### src/rtl/pipeline_controller.sv
`default_nettype none
// ============================================================================
// Module      : pipeline_controller
// Description : Control unit for a five-stage ARM pipeline. Decodes the
//               instruction in Decode, carries control through the E/M/W
//               pipeline registers, owns the NZCV flags and evaluates the
//               condition code in Execute.
// Revision    : 1.0 - initial release
// ============================================================================
module pipeline_controller (
    input  logic        clk,
    input  logic        reset,
    input  logic [31:0] InstrD,
    input  logic [3:0]  ALUFlags,
    input  logic        FlushE,
    output logic [1:0]  RegSrcD,
    output logic [1:0]  ImmSrcD,
    output logic        ALUSrcE,
    output logic [2:0]  ALUControlE,
    output logic        BranchTakenE,
    output logic        MemtoRegE,
    output logic        RegWriteM,
    output logic        MemWriteM,
    output logic        RegWriteW,
    output logic        MemtoRegW,
    output logic        PCSrcW,
    output logic        PCWrPendingF
);

    localparam logic [2:0] c_ALU_ADD = 3'b000;
    localparam logic [2:0] c_ALU_SUB = 3'b001;
    localparam logic [2:0] c_ALU_AND = 3'b010;
    localparam logic [2:0] c_ALU_ORR = 3'b011;

    // Decode-stage fields and controls
    logic [1:0] w_op;
    logic [5:0] w_funct;
    logic [3:0] w_cmd;
    logic       w_s;
    logic [1:0] w_regsrc;
    logic [1:0] w_immsrc;
    logic       w_alusrc;
    logic       w_memtoreg;
    logic       w_regw;
    logic       w_memw;
    logic       w_branch;
    logic [2:0] w_aluctl;
    logic [1:0] w_flagw;
    logic       w_pcsrcd;
    logic       w_unused_bits;

    // Execute-stage registers
    logic       r_pcsrc_e;
    logic       r_regw_e;
    logic       r_memw_e;
    logic       r_memtoreg_e;
    logic       r_branch_e;
    logic [2:0] r_aluctl_e;
    logic       r_alusrc_e;
    logic [1:0] r_flagw_e;
    logic [3:0] r_cond_e;
    logic [3:0] r_flags;
    logic       w_condex;
    logic       w_n;
    logic       w_z;
    logic       w_c;
    logic       w_v;
    logic       w_pcsrc_e_g;

    // Memory / Writeback registers
    logic       r_pcsrc_m;
    logic       r_regw_m;
    logic       r_memw_m;
    logic       r_memtoreg_m;
    logic       r_pcsrc_w;
    logic       r_regw_w;
    logic       r_memtoreg_w;

    assign w_op          = InstrD[27:26];
    assign w_funct       = InstrD[25:20];
    assign w_cmd         = w_funct[4:1];
    assign w_s           = w_funct[0];
    assign w_unused_bits = ^InstrD[11:0];

    // Main decode and ALU decode; undefined DP commands become architectural no-ops
    always_comb begin
        w_regsrc   = 2'b00;
        w_immsrc   = 2'b00;
        w_alusrc   = 1'b0;
        w_memtoreg = 1'b0;
        w_regw     = 1'b0;
        w_memw     = 1'b0;
        w_branch   = 1'b0;
        w_aluctl   = c_ALU_ADD;
        w_flagw    = 2'b00;
        case (w_op)
            2'b00: begin
                w_alusrc = w_funct[5];
                w_regw   = 1'b1;
                case (w_cmd)
                    4'b0100: begin w_aluctl = c_ALU_ADD; w_flagw = {w_s, w_s};  end
                    4'b0010: begin w_aluctl = c_ALU_SUB; w_flagw = {w_s, w_s};  end
                    4'b0000: begin w_aluctl = c_ALU_AND; w_flagw = {w_s, 1'b0}; end
                    4'b1100: begin w_aluctl = c_ALU_ORR; w_flagw = {w_s, 1'b0}; end
                    4'b1010: begin
                        w_aluctl = c_ALU_SUB;
                        w_flagw  = {w_s, w_s};
                        w_regw   = 1'b0;
                    end
                    default: begin
                        w_regw  = 1'b0;
                        w_flagw = 2'b00;
                    end
                endcase
            end
            2'b01: begin
                w_regsrc   = w_funct[0] ? 2'b00 : 2'b10;
                w_immsrc   = 2'b01;
                w_alusrc   = 1'b1;
                w_memtoreg = w_funct[0];
                w_regw     = w_funct[0];
                w_memw     = ~w_funct[0];
            end
            2'b10: begin
                w_regsrc = 2'b01;
                w_immsrc = 2'b10;
                w_alusrc = 1'b1;
                w_branch = 1'b1;
            end
            default: ;
        endcase
    end

    assign w_pcsrcd = (InstrD[15:12] == 4'hF) & w_regw;

    // D->E control register; reset beats flush, flush inserts a bubble
    always_ff @(posedge clk) begin
        if (reset || FlushE) begin
            r_pcsrc_e    <= 1'b0;
            r_regw_e     <= 1'b0;
            r_memw_e     <= 1'b0;
            r_memtoreg_e <= 1'b0;
            r_branch_e   <= 1'b0;
            r_aluctl_e   <= 3'b000;
            r_alusrc_e   <= 1'b0;
            r_flagw_e    <= 2'b00;
            r_cond_e     <= 4'h0;
        end else begin
            r_pcsrc_e    <= w_pcsrcd;
            r_regw_e     <= w_regw;
            r_memw_e     <= w_memw;
            r_memtoreg_e <= w_memtoreg;
            r_branch_e   <= w_branch;
            r_aluctl_e   <= w_aluctl;
            r_alusrc_e   <= w_alusrc;
            r_flagw_e    <= w_flagw;
            r_cond_e     <= InstrD[31:28];
        end
    end

    assign {w_n, w_z, w_c, w_v} = r_flags;

    // Condition evaluation from the architectural flags only (no ALUFlags path)
    always_comb begin
        w_condex = 1'b0;
        case (r_cond_e)
            4'h0: w_condex = w_z;
            4'h1: w_condex = ~w_z;
            4'h2: w_condex = w_c;
            4'h3: w_condex = ~w_c;
            4'h4: w_condex = w_n;
            4'h5: w_condex = ~w_n;
            4'h6: w_condex = w_v;
            4'h7: w_condex = ~w_v;
            4'h8: w_condex = w_c & ~w_z;
            4'h9: w_condex = ~w_c | w_z;
            4'hA: w_condex = (w_n == w_v);
            4'hB: w_condex = (w_n != w_v);
            4'hC: w_condex = ~w_z & (w_n == w_v);
            4'hD: w_condex = w_z | (w_n != w_v);
            4'hE: w_condex = 1'b1;
            default: w_condex = 1'b0;
        endcase
    end

    // NZCV register; the two halves load independently when the instruction executes
    always_ff @(posedge clk) begin
        if (reset) begin
            r_flags <= 4'h0;
        end else begin
            if (r_flagw_e[1] && w_condex) r_flags[3:2] <= ALUFlags[3:2];
            if (r_flagw_e[0] && w_condex) r_flags[1:0] <= ALUFlags[1:0];
        end
    end

    assign w_pcsrc_e_g = r_pcsrc_e & w_condex;

    // E->M register; side-effecting controls are gated by the condition result
    always_ff @(posedge clk) begin
        if (reset) begin
            r_pcsrc_m    <= 1'b0;
            r_regw_m     <= 1'b0;
            r_memw_m     <= 1'b0;
            r_memtoreg_m <= 1'b0;
        end else begin
            r_pcsrc_m    <= w_pcsrc_e_g;
            r_regw_m     <= r_regw_e & w_condex;
            r_memw_m     <= r_memw_e & w_condex;
            r_memtoreg_m <= r_memtoreg_e;
        end
    end

    // M->W register
    always_ff @(posedge clk) begin
        if (reset) begin
            r_pcsrc_w    <= 1'b0;
            r_regw_w     <= 1'b0;
            r_memtoreg_w <= 1'b0;
        end else begin
            r_pcsrc_w    <= r_pcsrc_m;
            r_regw_w     <= r_regw_m;
            r_memtoreg_w <= r_memtoreg_m;
        end
    end

    assign RegSrcD      = w_regsrc;
    assign ImmSrcD      = w_immsrc;
    assign ALUSrcE      = r_alusrc_e;
    assign ALUControlE  = r_aluctl_e;
    assign BranchTakenE = r_branch_e & w_condex;
    assign MemtoRegE    = r_memtoreg_e;
    assign RegWriteM    = r_regw_m;
    assign MemWriteM    = r_memw_m;
    assign RegWriteW    = r_regw_w;
    assign MemtoRegW    = r_memtoreg_w;
    assign PCSrcW       = r_pcsrc_w;
    assign PCWrPendingF = w_pcsrcd | w_pcsrc_e_g | r_pcsrc_m;

endmodule
`default_nettype wire

### config.mk
export PLATFORM = sky130hd
export DESIGN_NAME = pipeline_controller
export DESIGN_NICKNAME = d
export VERILOG_FILES = /design/src/rtl/pipeline_controller.sv
export SDC_FILE = /design/constraint.sdc
export NUM_CORES = 1
export LEC_CHECK = 0
export BUFFER_PORTS_ARGS = -buffer_cell sky130_fd_sc_hd__buf_2
export CORE_UTILIZATION = 30
export CTS_CLUSTER_SIZE = 40
export DETAILED_ROUTE_END_ITERATION = 12
export HOLD_SLACK_MARGIN = 0.08
export MAX_ROUTING_LAYER = met4
export SYNTH_ARGS = -nofsm -noshare
export SYNTH_HDL_FRONTEND = slang
export SYNTH_SLANG_ARGS = --single-unit
### constraint.sdc
create_clock -name clk -period 2 [get_ports clk]
set_input_delay 0.4 -clock clk [delete_from_list [all_inputs] [get_ports clk]]
set_output_delay 0.4 -clock clk [all_outputs]
set_load 0.02 [all_outputs]
Word level (Yosys, flattened, before mapping)
Index checks and enable logic that the tools add are counted.
- register bits: 26
- latch bits: 0
- memory bits (writable): 0
- memory bits (read-only): 0
- input port bits: 39
- output and inout port bits: 16
- word-level logic and storage cells: 82
- memories kept: 0
- add/subtract/negate cells: 0
- multipliers: 0
- div/mod/pow operators: 0
- $lt $le $gt $ge: 0
- equal/unequal tests: 23
- shifts and indexed selects: 0
- muxes and demuxes: 10
- bitwise operators: 18
- reductions and logical operators: 13
- operator list (kind ; count):
    4-bit == test, second input constant ; 10
    4-bit by 3-bit == test with 1-bit output, second input constant ; 5
    1-bit one-hot mux with 15 select lines ; 1
    4-bit by 2-bit == test with 1-bit output, second input constant ; 3
    2-bit one-hot mux with 2 select lines ; 3
    2-bit OR reduction ; 5
    4-bit logical NOT ; 2
    1-bit AND ; 7
    1-bit NOT ; 7
    2-bit one-hot mux with 3 select lines ; 1
    4-bit by 1-bit == test with 1-bit output, second input constant ; 1
    1-bit OR ; 4
    1-bit one-hot mux with 2 select lines ; 2
    4-bit OR reduction ; 1
    3-bit OR reduction ; 1
    2-bit by 1-bit == test with 1-bit output, second input constant ; 1
    2-bit == test, second input constant ; 1
    1-bit logical AND ; 2
    2-bit logical NOT ; 1
    1-bit two-way mux ; 2
    2-bit two-way mux ; 1
    1-bit == test ; 1
    1-bit logical OR ; 1
    1-bit != test ; 1

Depth between registers and ports, before layout
Gate-level depths: netlist of the first run.
- depth after elaboration: 7
- depth in mapped cells: 6
- mapped depth without buffers: 6

Worst setup path before layout of the first run
No wires, ideal clock.
- path kind: reg-to-output
- start: register r_flags[3]
- end: output port PCWrPendingF
- arrival: 1711 ps
- data required time: 1600 ps
- slack: -111 ps
- cell stages (with the launch flop): 6
- buffers on the path: 0
- path through: dfxtp_1 -> or4b_1 -> a31oi_2 -> a2111oi_4 -> o21a_4 -> o21ai_1
- longest elaborated chain between the ends: 6
- elaborated cells on any way between the ends: 9
- classes of those cells: eq/ne: 2; mux: 1; bitwise: 6
- RTL lines (element ; RTL line ; text):
    start, declared ; 62 ; logic [3:0] r_flags;
    start signal, assigned ; 191 ; if (r_flagw_e[1] && w_condex) r_flags[3:2] <= ALUFlags[3:2];
    1-bit != test or 1-bit == test (tied branches) ; n/a ;
    1-bit OR or 1-bit AND (tied branches) ; 180, 179 ;
    1-bit one-hot mux with 15 select lines (*) ; 166 ; case (r_cond_e)
    1-bit AND (*) ; 196 ; assign w_pcsrc_e_g = r_pcsrc_e & w_condex;
    1-bit OR (*) (2 in a row) ; 237 ; assign PCWrPendingF = w_pcsrcd | w_pcsrc_e_g | r_pcsrc_m;
    end, declared ; 27 ; output logic PCWrPendingF
Mark *: on every way between the ends. The rest lies on a longest branch, timed or not.

Worst setup path in the final report of the first run
- start: register r_flags[3]
- end: output port BranchTakenE
- longest elaborated chain between the ends: 4
- elaborated cells on any way between the ends: 7
- classes of those cells: eq/ne: 2; mux: 1; bitwise: 4
- RTL lines (element ; RTL line ; text):
    1-bit != test or 1-bit == test (tied branches) ; n/a ;
    1-bit OR or 1-bit AND (tied branches) ; 180, 179 ;
    1-bit one-hot mux with 15 select lines (*) ; 166 ;
    1-bit AND (*) ; 230 ; assign BranchTakenE = r_branch_e & w_condex;
    end, declared ; 20 ; output logic BranchTakenE,
Marked as above.

==> results of run 1 <==
==> sequential cells by signal, summed over array words and instances, names as in the netlist, 2 cells and up <==
signal       flops
r_flagw_e        2
ALUControlE      2
r_cond_e         4
r_flags          4
==> kinds of logic after synthesis <==
logic type / after synthesis / synth area share, %
and+or+nand+nor: 53 / 29.0
DFF: 25 / 39.7
AOI/OAI and AO/OA: 21 / 14.5
buffers and inverters: 14 / 5.36
muxes: 6 / 4.77
adders and majority gates: 5 / 4.97
xor gates and xnor gates: 2 / 1.39
other: 1 / 0.298
==> synth_stat cells (all sizes together) (2+ instances only) <==
master / count / share of area, %
dfxtp: 25 / 40
nand2b: 9 / 4.5
inv: 7 / 2.1
a21oi: 6 / 2.4
and2: 6 / 3.0
buf: 6 / 3.0
mux2i: 6 / 4.8
nor2b: 6 / 3.0
ha: 5 / 5.0
nand2: 4 / 1.2
o21ai: 4 / 1.6
nor2: 3 / 0.89
nor3b: 3 / 2.6
and3: 2 / 0.99
and3b: 2 / 1.4
nand3b: 2 / 1.2
nand4b: 2 / 1.4
nor3: 2 / 1.2
nor4: 2 / 0.99
nor4bb: 2 / 1.6
o22ai: 2 / 2.0
o31ai: 2 / 1.2
or2b: 2 / 1.2
or3b: 2 / 1.4
xor2: 2 / 1.4
==> power breakdown <==
part           leakage [uW]  internal [uW]  switching (uW)  total (uW)
sequential         0.000204            504            6.60         511
combinational      0.000488           65.9            65.2         131
clock             0.0000217            141             162         303
total              0.000714            711             233         944
==> area by class of cell <==
type,count,area (um^2)
well taps,50,62.6
inverters,7,26.3
clock buffers,3,41.3
clock inverters,1,7.51
repair buffers,52,314
flip-flops and latches,25,507
multi-input cells,88,747
fillers,406,2320
==> timing repair <==
item | in CTS | in global routing
pin swaps | 2 | 2
setup endpoints to repair | 2 | 3
gates resized for setup | 10 | 7
hold endpoints to repair | 0 | 0
buffers inserted | 3 | 0
cloned | 0 | 0
==> routing by layer <==
layer	vias to the layer above	global-route usage, %
met4	0	5.05
met3	6	2.57
met2	30	23.5
met5	-	-
met1	502	14.7
li1	540	-
==> worst min path at each step <==
stage                            start                      to  slack (ps)  cells past startpoint
3_5_place_dp   r_memtoreg_m$_SDFF_PP0_    MemtoRegW$_SDFF_PP0_         440                      1
3_3_place_gp   r_memtoreg_m$_SDFF_PP0_    MemtoRegW$_SDFF_PP0_         420                      1
2_1_floorplan  r_memtoreg_m$_SDFF_PP0_    MemtoRegW$_SDFF_PP0_         410                      1
6_report                    InstrD[30]  r_cond_e[2]$_SDFF_PP0_         330                      2
4_1_cts                     InstrD[30]  r_cond_e[2]$_SDFF_PP0_         330                      2
5_1_grt                         FlushE      ALUSrcE$_SDFF_PP0_         330                      2
==> per-stage QoR <==
step / instance area (um^2) / utilization, % / setup slack (ps) / hold slack, ps
floorplan: 1270 / - / -12.2 / 414
CTS: 1670 / 41.6 / -305 / 326
global placement: 1570 / 39.0 / -68.6 / 418
detailed placement: 1570 / 39.0 / -121 / 444
finish: 1710 / 42.3 / -257 / 333
global route: 1710 / 42.3 / -329 / 329
==> results.toml, run 1 <==
[die]
die_width_um = 66.8
design.die.area_um2 = 4460
area_of_the_core_um2 = 4030
fp.dieH_um = 66.8
placement_rows = 23
floorplan.initialDensity_pct = 31.3
io_pins = 55

[sta]
final.period_utilization_pct = 113
timing.clock.skew_ps = 3.26
rsz_0062_raised_after_global_routing = "true"
hold_violations = 0
post-route-min-period_ps = 2260
fmaxAchievable_mhz = 443
timing_max_transition_violations_final = 0
finalSetupTns_ps = -508
setup_violations = 2
tightest_slew_ps = 567
worst_setup_slack_final_ps = -257
worst_slew_margin_rel_pct = 62.1

[routing]
route.detailed.wl_per_inst_um = 11.7
drc_errors = 0
routed-via-count = 1078
routed-wl-met2_um = 1410
post_drt_via_cell_ratio = 4.77
iteration_0_drc_count_of_the_detailed_router = 24
topRoutingLayerUsed = "met4"
drt_pre_antenna_iters = 4
routed_metal_1_wirelength_um = 1060
routed_wl_um = 2640
wl_met3_um = 110
ant_nets = 0

[synthesis]
synth_nets = 171
synth_instances = 127
synthesis.yosys.warnings = 0
synth_enable_flop_cells = 0
synthFlopType = "sky130_fd_sc_hd__dfxtp_1"
synth.lib_cells_used.distinct = 42
summed_instance_area_of_the_synthesized_netlist_um2 = 1260
syn-mean-instance-area_um2 = 9.92
synth.ff_latch_count = 25
synth.yosys.seq_area_share_pct = 39.7
synthArstFlopShare_pct = 0

[placement]
dp_hpwl_um = 2130
placed_cells_incl_taps = 220
final_replace_weighted_congestion = 0.790
buffer_ports.inserted = 37

[clocking]
numCtsBuffers = 3
tritoncts = "done"
insertion_delay_ps = 270
clockRootBuffer = "sky130_fd_sc_hd__clkbuf_8"
cts.sinks = 25
htree_levels = 1
clock_path_buffers = 2
clk_pin_slew_worst_setup_hold_paths_ps = 90
cts.hold.buffers_added = 0

[run_status]
status = "complete, but fails checks"
failing_checks = "negative setup slack"

[global_route]
grt_antenna_before_repair = 0
grt_pass1_vias = 1081
grt.total_usage_pct = 13.3
grt_first_pass_wirelength_um = 4360
grt.overflow.total = 0
grt_max_degree = 18

[power]
vdd.ir_drop.worst_uv = 274
total_power_draw_uw = 944
power.density_nw_per_um2 = 554
leakage_uw = 0.000714

[worst_setup_path]
cp_cell_sequence = "or4b_4 -> a31oi_4 -> a2111oi_4 -> o21a_4 -> nor2b_2 -> buf_6"
r2r_cells = 7
worst-path-stages = 6
ff2ff_setup_slack_ps = 160
timing.critical_path.required_ps = 1600
crit_type = "flop to output port"
timing.critical_path.slowest_cell_delay_ps = 540
critPathTopFamily = "simple AND/OR/NAND/NOR gates"
critPathCapture = "BranchTakenE"
endpoint_kind = "output port"
worst-path-buf-inv = 1
critPathSlowestCell = "sky130_fd_sc_hd__or4b_4"
timing.critical_path.arrival_ps = 1860
launching_instance_or_port_of_the_critical_path = "r_flags[3]$_SDFFE_PP0P_"
regToRegEndpoint = "r_flags[3]$_SDFFE_PP0P_"
critical_path_peak_fanout = 3
worst_setup_path_start_kind = "flop"
worst_r2r_startpoint = "r_flags[3]$_SDFFE_PP0P_"

[finish]
final_cells = 226
insertedDiodeCount = 0
layout.cells.most_common = "sky130_fd_sc_hd__buf_2"
nets = 221
post_route_cells_drive_above_1_share_pct = 42.6
most-common-layout-cells = "sky130_fd_sc_hd__buf_2 (35), sky130_fd_sc_hd__dfxtp_1 (22), sky130_fd_sc_hd__buf_4 (14)"
syn_to_final_growth_pct = 35.4

[worst_hold_path]
hold_path_class = "primary input to flop"

[flow_run]
maxCapViolCount = 0
Power figures use the tool's default switching activity.
==> run 2, diff against run 1 <==
--- a/config.mk
+++ b/config.mk
@@ -6,11 +6,12 @@
 export NUM_CORES = 1
 export LEC_CHECK = 0
 export BUFFER_PORTS_ARGS = -buffer_cell sky130_fd_sc_hd__buf_2
-export CORE_UTILIZATION = 30
+export CORE_UTILIZATION = 46
 export CTS_CLUSTER_SIZE = 40
 export DETAILED_ROUTE_END_ITERATION = 12
 export HOLD_SLACK_MARGIN = 0.08
 export MAX_ROUTING_LAYER = met4
+export PLACE_DENSITY = 0.78
 export SYNTH_ARGS = -nofsm -noshare
 export SYNTH_HDL_FRONTEND = slang
 export SYNTH_SLANG_ARGS = --single-unit
==> run 2 against run 1 <==
  * The run still ends with negative setup slack left
  * Fmax decreased by 4.1%
  * Sequential cell count is the same
  * Total power down 6.8%
  * Global-route usage rose by 7.0 points
==> results.toml, run 2 (synthesized netlist as in run 1, its figures left out) <==
[finish]
layout.cell_area.non_filler_um2 = 1710
layout.cells.most_common = "sky130_fd_sc_hd__buf_2"
insertedDiodeCount = 0
syn_to_final_growth_pct = 36.0
final_cells = 210
layout_top_registers = "r_cond_e: 4 flops, r_flags: 4 flops"
post_route_cells_drive_above_1_share_pct = 46.7
nets = 225
most-common-layout-cells = "sky130_fd_sc_hd__buf_2 (35), sky130_fd_sc_hd__dfxtp_1 (19), sky130_fd_sc_hd__buf_4 (18)"
num-fill-cells = 202
final_util_pct = 68.0

[worst_setup_path]
cp_cell_sequence = "or4b_4 -> a31oi_4 -> a2111oi_4 -> o21a_4 -> o21ai_2 -> buf_6"
critPathSlowestCell = "sky130_fd_sc_hd__or4b_4"
timing.critical_path.arrival_ps = 1950
worst_r2r_startpoint = "r_flags[0]$_SDFFE_PP0P_"
endpoint_kind = "output port"
ff2ff_setup_slack_ps = 100
r2r_cells = 7
crit_type = "flop to output port"
critPathTopFamily = "compound AO/OA/AOI/OAI gates"
worst-path-buf-inv = 1
worst_setup_path_start_kind = "flop"
timing.critical_path.slowest_cell_delay_ps = 520
critical_path_peak_fanout = 3
timing.critical_path.required_ps = 1600
regToRegEndpoint = "r_flags[2]$_SDFFE_PP0P_"

[clocking]
cts.sinks = 25
clock_path_buffers = 2
htree_levels = 1
clockRootBuffer = "sky130_fd_sc_hd__clkbuf_4"
insertion_delay_ps = 330
numCtsBuffers = 3
clk_pin_slew_worst_setup_hold_paths_ps = 150
tritoncts = "done"

[sta]
rsz_0062_raised_after_global_routing = "true"
setup_violations = 2
fmaxAchievable_mhz = 425
finalSetupTns_ps = -699
hold_violations = 0
timing.clock.skew_ps = 16.5
final.period_utilization_pct = 118
post-route-min-period_ps = 2350
worst_setup_slack_final_ps = -354
timing_max_transition_violations_final = 0

[die]
design.die.area_um2 = 2950
placement_rows = 18
floorplan.initialDensity_pct = 50.0
die_width_um = 54.3
io_pins = 55
fp.dieH_um = 54.3
area_of_the_core_um2 = 2520

[worst_hold_path]
min_path_cells = 2
hold_path_class = "primary input to flop"
min_from = "FlushE"
holdPathEnd = "ALUSrcE$_SDFF_PP0_"

[placement]
dp_hpwl_um = 2040
placed_cells_incl_taps = 203
dpl-instance-area_um2 = 1570
final_replace_weighted_congestion = 0.866
buffer_ports.inserted = 37

[power]
vdd.ir_drop.worst_uv = 371
power.density_nw_per_um2 = 513
leakage_uw = 0.000726
total_power_draw_uw = 880

[global_route]
grt.overflow.total = 0
grt.total_usage_pct = 20.4
grt_first_pass_wirelength_um = 4160
grt_max_degree = 18
grt_pass1_vias = 989
grt_antenna_before_repair = 0

[routing]
iteration_0_drc_count_of_the_detailed_router = 13
drt_pre_antenna_iters = 4
routed-via-count = 1098
routed_wl_um = 2780
drc_errors = 0
post_drt_via_cell_ratio = 5.23
route.detailed.wl_per_inst_um = 13.2
ant_nets = 0

[flow_run]
maxCapViolCount = 0

[run_status]
failing_checks = "negative setup slack"
status = "complete, but fails checks"
-- run 2: changes by cell type in the layout (fill, tap and decap cells not counted), sizes merged --
cell	before	now
buf	52	56
-- run 2: layer usage --
layer	up-vias	global-route usage, %	wire length (um)
met5	-	-	0
met4	0	10.3	55
met3	4	2.50	96
met2	30	35.2	1460
met1	517	22.9	1160
li1	547	-	-
-- run 2: per-stage QoR --
| stage | setup WS, ps | hold slack, ps |
|---|---|---|
| CTS | -394 | 251 |
| global placement | -27.8 | 418 |
| finish | -354 | 259 |
| floorplan | -12.2 | 414 |
| global route | -443 | 251 |
| detailed placement | -96.1 | 448 |
-- run 2: power by group --
| group | total (uW) | switching (uW) | internal (uW) |
|---|---|---|---|
| Sequential | 512 | 6.86 | 505 |
| Combinational | 135 | 66.8 | 68.4 |
| Clock | 233 | 157 | 76.5 |
| Total | 880 | 230 | 650 |
-- run 2: worst max-delay path by stage --
| stage | from | end | slack (ps) | cells past startpoint |
|---|---|---|---|---|
| finish | r_flags[0]$_SDFFE_PP0P_ | PCWrPendingF | -350 | 6 |
| global route | r_cond_e[2]$_SDFF_PP0_ | PCWrPendingF | -440 | 7 |
| CTS | r_flags[3]$_SDFFE_PP0P_ | PCWrPendingF | -390 | 6 |
| detailed placement | r_flags[3]$_SDFFE_PP0P_ | PCWrPendingF | -100 | 7 |
| global placement | r_flags[3]$_SDFFE_PP0P_ | PCWrPendingF | -30 | 7 |
| floorplan | r_flags[3]$_SDFFE_PP0P_ | PCWrPendingF | -10 | 5 |
-- run 2: layout make-up --
type / instances / area (um^2) / area share [%]
Multi-Input combinational cell: 88 / 766 / 44.7
Timing Repair Buffer: 56 / 344 / 20.1
Sequential cell: 25 / 510 / 29.8
Clock buffer: 3 / 22.5 / 1.31
Inverter: 7 / 26.3 / 1.53
Tap cell: 30 / 37.5 / 2.19
Clock inverter: 1 / 7.51 / 0.438
-- run 2: what timing repair did --
item / CTS / global route
buffers inserted: 0 / 3
hold buffers: 0 / 0
gates resized for setup: 8 / 15
setup endpoints to repair: 2 / 2
pin swaps: 1 / 5
